<file path="config.mk">
export PLATFORM = sky130hd
export DESIGN_NAME = alu_issue_stage
export DESIGN_NICKNAME = d
export VERILOG_FILES = /design/src/rtl/alu_issue_stage.sv
export SDC_FILE = /design/constraint.sdc
export NUM_CORES = 1
export LEC_CHECK = 0
export CAP_MARGIN = 20
export CORE_ASPECT_RATIO = 1.75
export CORE_MARGIN = 3
export CORE_UTILIZATION = 57
export CTS_CLUSTER_DIAMETER = 200
export CTS_CLUSTER_SIZE = 14
export DETAILED_ROUTE_END_ITERATION = 10
export PLACE_DENSITY_LB_ADDON = 0.08
export REMOVE_ABC_BUFFERS = 1
export SYNTH_ARGS = -nofsm -noshare
export SYNTH_HDL_FRONTEND = slang
export SYNTH_SLANG_ARGS = --single-unit
</file>
<file path="constraint.sdc">
create_clock -name CLK -period 2.3 [get_ports CLK]
set_input_delay 0.46 -clock CLK [delete_from_list [all_inputs] [get_ports CLK]]
set_output_delay 0.46 -clock CLK [all_outputs]
set_load 0.005 [all_outputs]
</file>
<file path="src/rtl/alu_issue_stage.sv">
// Operand-fetch/issue and writeback stage around a 16-bit combinational ALU.
// Optional build macro ALU_ISSUE_R0_ZERO_EN makes R0 a hard-wired zero register.
module alu_issue_stage #(
    parameter int DATA_W = 16,
    parameter int NREGS  = 8
) (
    input  logic              CLK,
    input  logic              RESET,
    input  logic              INSTR_VALID,
    output logic              INSTR_READY,
    input  logic [15:0]       INSTR,
    output logic [2:0]        ALU_OP,
    output logic [DATA_W-1:0] ALU_A,
    output logic [DATA_W-1:0] ALU_B,
    input  logic [DATA_W-1:0] ALU_OUT,
    input  logic              ALU_ZERO,
    input  logic              ALU_EQUAL,
    output logic              DONE,
    output logic [DATA_W-1:0] RESULT,
    output logic [2:0]        RD_OUT,
    output logic              ZERO_FLAG,
    output logic              EQUAL_FLAG,
    input  logic [2:0]        DBG_ADDR,
    output logic [DATA_W-1:0] DBG_DATA
);

    typedef enum logic [1:0] {
        ST_IDLE = 2'd0,
        ST_EXEC = 2'd1,
        ST_WB   = 2'd2
    } state_t;

    state_t            r_state;
    logic [DATA_W-1:0] r_rf [NREGS];
    logic [2:0]        r_alu_op;
    logic [DATA_W-1:0] r_alu_a;
    logic [DATA_W-1:0] r_alu_b;
    logic [2:0]        r_rd;
    logic              r_done;
    logic [DATA_W-1:0] r_result;
    logic [2:0]        r_rd_out;
    logic              r_zero_flag;
    logic              r_equal_flag;

    logic              w_accept;
    logic [2:0]        w_op;
    logic [2:0]        w_rd;
    logic [2:0]        w_ra;
    logic [2:0]        w_rb;
    logic              w_imm_sel;
    logic [DATA_W-1:0] w_imm;
    logic [DATA_W-1:0] w_opa;
    logic [DATA_W-1:0] w_opb;
    logic              w_wr_en;

    // Register-file read port; R0 may be forced to zero in the optional build.
    function automatic logic [DATA_W-1:0] rf_read(input logic [2:0] addr,
                                                  input logic [DATA_W-1:0] data);
`ifdef ALU_ISSUE_R0_ZERO_EN
        if (addr == 3'd0) begin
            return {DATA_W{1'b0}};
        end else begin
            return data;
        end
`else
        return (addr == addr) ? data : data;
`endif
    endfunction

    assign w_op      = INSTR[15:13];
    assign w_rd      = INSTR[12:10];
    assign w_ra      = INSTR[9:7];
    assign w_imm_sel = INSTR[6];
    assign w_rb      = INSTR[5:3];
    assign w_imm     = {{(DATA_W-6){1'b0}}, INSTR[5:0]};

    assign INSTR_READY = (r_state != ST_EXEC);
    assign w_accept    = INSTR_VALID && INSTR_READY;

    // Operands are read from the RF as it stands at the accept edge, so a
    // WB-cycle accept already sees the value written at the end of EXEC.
    assign w_opa = rf_read(w_ra, r_rf[w_ra]);
    assign w_opb = w_imm_sel ? w_imm : rf_read(w_rb, r_rf[w_rb]);

`ifdef ALU_ISSUE_R0_ZERO_EN
    assign w_wr_en = (r_state == ST_EXEC) && (r_rd != 3'd0);
`else
    assign w_wr_en = (r_state == ST_EXEC);
`endif

    assign DBG_DATA = rf_read(DBG_ADDR, r_rf[DBG_ADDR]);

    // Issue/writeback control, operand registers, register file and result flags.
    always_ff @(posedge CLK) begin
        if (RESET) begin
            r_state      <= ST_IDLE;
            r_alu_op     <= 3'd0;
            r_alu_a      <= {DATA_W{1'b0}};
            r_alu_b      <= {DATA_W{1'b0}};
            r_rd         <= 3'd0;
            r_done       <= 1'b0;
            r_result     <= {DATA_W{1'b0}};
            r_rd_out     <= 3'd0;
            r_zero_flag  <= 1'b0;
            r_equal_flag <= 1'b0;
            for (int i = 0; i < NREGS; i++) begin
                r_rf[i] <= {DATA_W{1'b0}};
            end
        end else begin
            r_done <= 1'b0;
            case (r_state)
                ST_IDLE: begin
                    if (w_accept) begin
                        r_state <= ST_EXEC;
                    end else begin
                        r_state <= ST_IDLE;
                    end
                end
                ST_EXEC: begin
                    r_state      <= ST_WB;
                    r_result     <= ALU_OUT;
                    r_rd_out     <= r_rd;
                    r_zero_flag  <= ALU_ZERO;
                    r_equal_flag <= ALU_EQUAL;
                    r_done       <= 1'b1;
                end
                ST_WB: begin
                    if (w_accept) begin
                        r_state <= ST_EXEC;
                    end else begin
                        r_state <= ST_IDLE;
                    end
                end
                default: begin
                    r_state <= ST_IDLE;
                end
            endcase

            if (w_wr_en) begin
                r_rf[r_rd] <= ALU_OUT;
            end

            if (w_accept) begin
                r_alu_op <= w_op;
                r_alu_a  <= w_opa;
                r_alu_b  <= w_opb;
                r_rd     <= w_rd;
            end
        end
    end

    assign ALU_OP     = r_alu_op;
    assign ALU_A      = r_alu_a;
    assign ALU_B      = r_alu_b;
    assign DONE       = r_done;
    assign RESULT     = r_result;
    assign RD_OUT     = r_rd_out;
    assign ZERO_FLAG  = r_zero_flag;
    assign EQUAL_FLAG = r_equal_flag;

endmodule

</file>
==> results by stage <==
Run status:
- The flow ran to the end, and the final reports show no timing, DRC or antenna violations.

Clocking:
- For the worst-skew pair, the clock arrives at the later sink with an insertion delay of 0.44 ns.
- The hold-fix buffer count after cts is 0.
- Clock tree synthesis found a total of 190 sinks.
- The clock transition at the registers of the reported paths is 0.08 ns.
- The clock buffer count from CTS is 17.
- The tree is rooted in a sky130_fd_sc_hd__clkbuf_16.
- The longest clock path from root to sink contains 2 buffers.
- The number of levels the H-tree was split into is 4.
- TritonCTS built the clock tree.

Timing:
- The fmax is 441.3 MHz.
- The final-report setup violation count is 0.
- The final count of pins violating max slew was 0.
- The number of hold violations in the final report is 0.
- The final cycle utilization of the critical path is 98.52%.
- In this run the tightest slew margin relative to its limit is 52.22%.
- For the pin with the worst max-slew slack, the measured transition is 0.7167 ns.
- On the final layout, the worst clock skew is 0.01270 ns.
- The final period demand of the worst path is 2.266 ns.

Final layout:
- The share of post-route cells with drive strength above 1 is 29.32%.
- The layout net count is 941.
- The final standard cell utilization of the core is 73.77%.
- The layout overhead on the synthesized area is 26.50%.
- The final cell count without fillers is 1,142.
- The finished cells cover 12,560 um2.

Place:
- After detailed placement, the design holds a cell count of 1,059.
- Buffers placed on the I/O ports in this run total 113.
- The congestion estimate from routability-driven global placement came to 0.8799.
- The detailed-placement wirelength estimate is 18,360 um.
- The post-detailed-placement cell area is 11,580 um2.

Drt:
- The number of violations reported at the end of detailed-routing iteration 0 is 654.
- In the final routed layout, each cell accounts on average for 26.02 um.
- In the routed layout, each cell is associated on average with a via count of 6.360.
- The post-route DRC violation count is 0.
- The pre-antenna-repair detailed-routing pass consisted of 5 iterations.
- The final routed wirelength across all metal layers is 29,720 um.
- The final route contains 7,263 vias.
- In this run the remaining antenna-violating nets after routing total 0.

Synthesis:
- After synthesis, the mean cell area works out to 13.58 um2.
- The post-synthesis cell type with the largest combined area is sky130_fd_sc_hd__edfxtp_1.
- The most common flop cell mapped by yosys is sky130_fd_sc_hd__edfxtp_1.
- The register area share after synthesis is 51.22%.
- The most common cell in the netlist is sky130_fd_sc_hd__and2_1.
- Sorting the synthesized cells by area gives the leading types as sky130_fd_sc_hd__edfxtp_1, sky130_fd_sc_hd__mux4_2, sky130_fd_sc_hd__dfxtp_1.
- The post-synthesis cell type count is 40.
- In this run, synthesis inferred 128 flip-flops with an integrated enable.
- By count the netlist is led by sky130_fd_sc_hd__and2_1, sky130_fd_sc_hd__edfxtp_1, sky130_fd_sc_hd__mux4_2.
- The proportion of netlist area held by the largest area contributor is 38.71%.
- Counting every instance in the synthesized netlist gives 731.
- The mapped netlist covers 9928 um2.
- The post-synthesis sequential element count is 190.
- The count of warnings emitted by yosys is 0.
- The post-synthesis async set-or-reset flop share is 0%.

Setup path:
- The data required time of the critical path is 1.84 ns.
- The critical path class is reg -> out.
- The setup slack on the worst flop-to-flop path is 0.50 ns.
- The reg-to-reg startpoint is r_state[0].
- Along the worst path, the maximum fanout reaches 2.
- The worst endpoint data arrival time is 1.81 ns.
- The endpoint of the most critical register-to-register path is r_rf[0][1].
- The type of destination of the critical path is an output pin.
- The element type at the critical path start is a flop.
- The worst register-to-register path has a depth of 5.

Global routing:
- The largest net degree at the start of global routing is 62.
- Global routing used 32.18% of the available tracks.
- The overall overflow remaining after global route is 0.
- The number of antenna violations at the first check in global routing is 1.
- The via count of the first global-routing pass is 7,892.
- The first-pass GRT wire length is 45,110 um.

Floorplan:
- The number of cell rows is 63.
- The die boundary width is 105.8 um.
- Measured along the y axis, the die boundary spans 180.6 um.
- The die covers 19,100 um2.
- 114 I/O pins were placed.
- In this run the standard cell core region covers 17,030 um2.
- The initial utilization of the core area, before any placement, comes to 58.31%.

Worst hold path:
- The hold-critical path depth is 2.
- The sink of the worst hold path is DONE.
- The hold path startpoint is RESET.
- In this run the worst hold path is classified as in -> reg.

Power:
- The power density over cell area is 640.9 nW/um2.
- The worst IR drop on VDD is 546.2 uV.
- The static leakage is 0.004769 uW.

Run:
- The number of violations of the max-capacitance limit is 0.
[layer usage]
metal	track usage, %	wire [um]	vias up
met5	0	0	-
met4	20.28	1955	0
met3	6.382	2169	143
met2	58.67	16250	418
met1	33.04	9340	3591
li1	-	-	3111
[worst max path at each step]
stage,startpoint,to,cells after the start
6_report,r_rf[4][12],DBG_DATA[12],3
5_1_grt,r_rf[4][12],DBG_DATA[12],3
3_3_place_gp,DBG_ADDR[1],DBG_DATA[13],5
2_1_floorplan,r_state[0],ALU_B[3],5
4_1_cts,r_rf[3][5],DBG_DATA[5],3
3_5_place_dp,DBG_ADDR[1],DBG_DATA[5],5
[power breakdown]
part / internal (uW) / switching, uW / leakage (uW)
Combinational: 663 / 562 / 0.00266
Clock: 1530 / 1380 / 0.000287
Sequential: 3790 / 116 / 0.00183
[cell type report]
class                   instances  area, um2
flip-flops and latches        190       5085
repair buffers                209       2037
diodes                          1      2.502
clock inverters                15      152.6
fillers                      1168       4467
inverters                       1      3.754
clock buffers                  17      425.4
multi-input cells             482       4569
well taps                     227      284.0
[timing repair]
action / CTS / global route
gates cloned: 3 / 0
gates resized for setup: 62 / 10
endpoints found under the setup margin: 16 / 12
buffers inserted: 40 / 8
[cells by family (layout without fill, tap and decap cells)]
family	Yosys count	after routing	synth area share, %
and+or+nand+nor	266	266	15.32
DFF	190	190	51.22
muxes	142	142	25.32
AOI/OAI and AO/OA	74	74	5.066
buffers and inverters	59	242	3.075
other	0	1	0
[critical path: stages, from the launching register on]
cell	delay, ns
sky130_fd_sc_hd__edfxtp_1	0.44
sky130_fd_sc_hd__mux4_2	0.52
sky130_fd_sc_hd__mux2_4	0.28
sky130_fd_sc_hd__buf_2	0.13
[stage by stage]
| stage | hold slack (ns) | total power [uW] | worst slack, ns | TNS, ns |
|---|---|---|---|---|
| global route | 0.3931 | 8297 | -0.001998 | -0.001998 |
| CTS | 0.3662 | 8074 | -0.004765 | -0.004765 |
| global placement | 0.4424 | 5099 | -0.4503 | -6.661 |
| floorplan | 0.4231 | 4456 | 0.1199 | 0 |
| finish | 0.3725 | 8049 | 0.03410 | 0 |
| detailed placement | 0.4459 | 5146 | -0.4816 | -7.171 |
[cell usage in the layout (no fill, tap or decap), drive strengths merged, types with 3 or more instances in the layout]
cell,synthesis,final
nor3b,4,4
buf,33,106
or2,8,8
a32oi,10,10
a311oi,3,3
a211oi,16,16
edfxtp,128,128
mux2,18,18
nor2,37,37
and2,129,129
clkbuf,25,26
inv,1,8
or3b,3,3
mux4,84,84
dfxtp,62,62
a21oi,28,28
nand2,60,60
clkinv,0,7
o21ai,3,3
clkdlybuf4s50,0,92
a22oi,11,11
mux2i,40,40
nand2b,15,15
nor2b,4,4
[flip-flops by register name, indices dropped and copies added, names as in the netlist]
| name | flops |
|---|---|
| ALU_A | 16 |
| ALU_B | 16 |
| ALU_OP | 3 |
| DONE | 1 |
| EQUAL_FLAG | 1 |
| RD_OUT | 3 |
| RESULT | 16 |
| ZERO_FLAG | 1 |
| r_rd | 3 |
| r_rf | 128 |
| r_state | 2 |
Note: power is estimated with default switching activity, not from simulation.
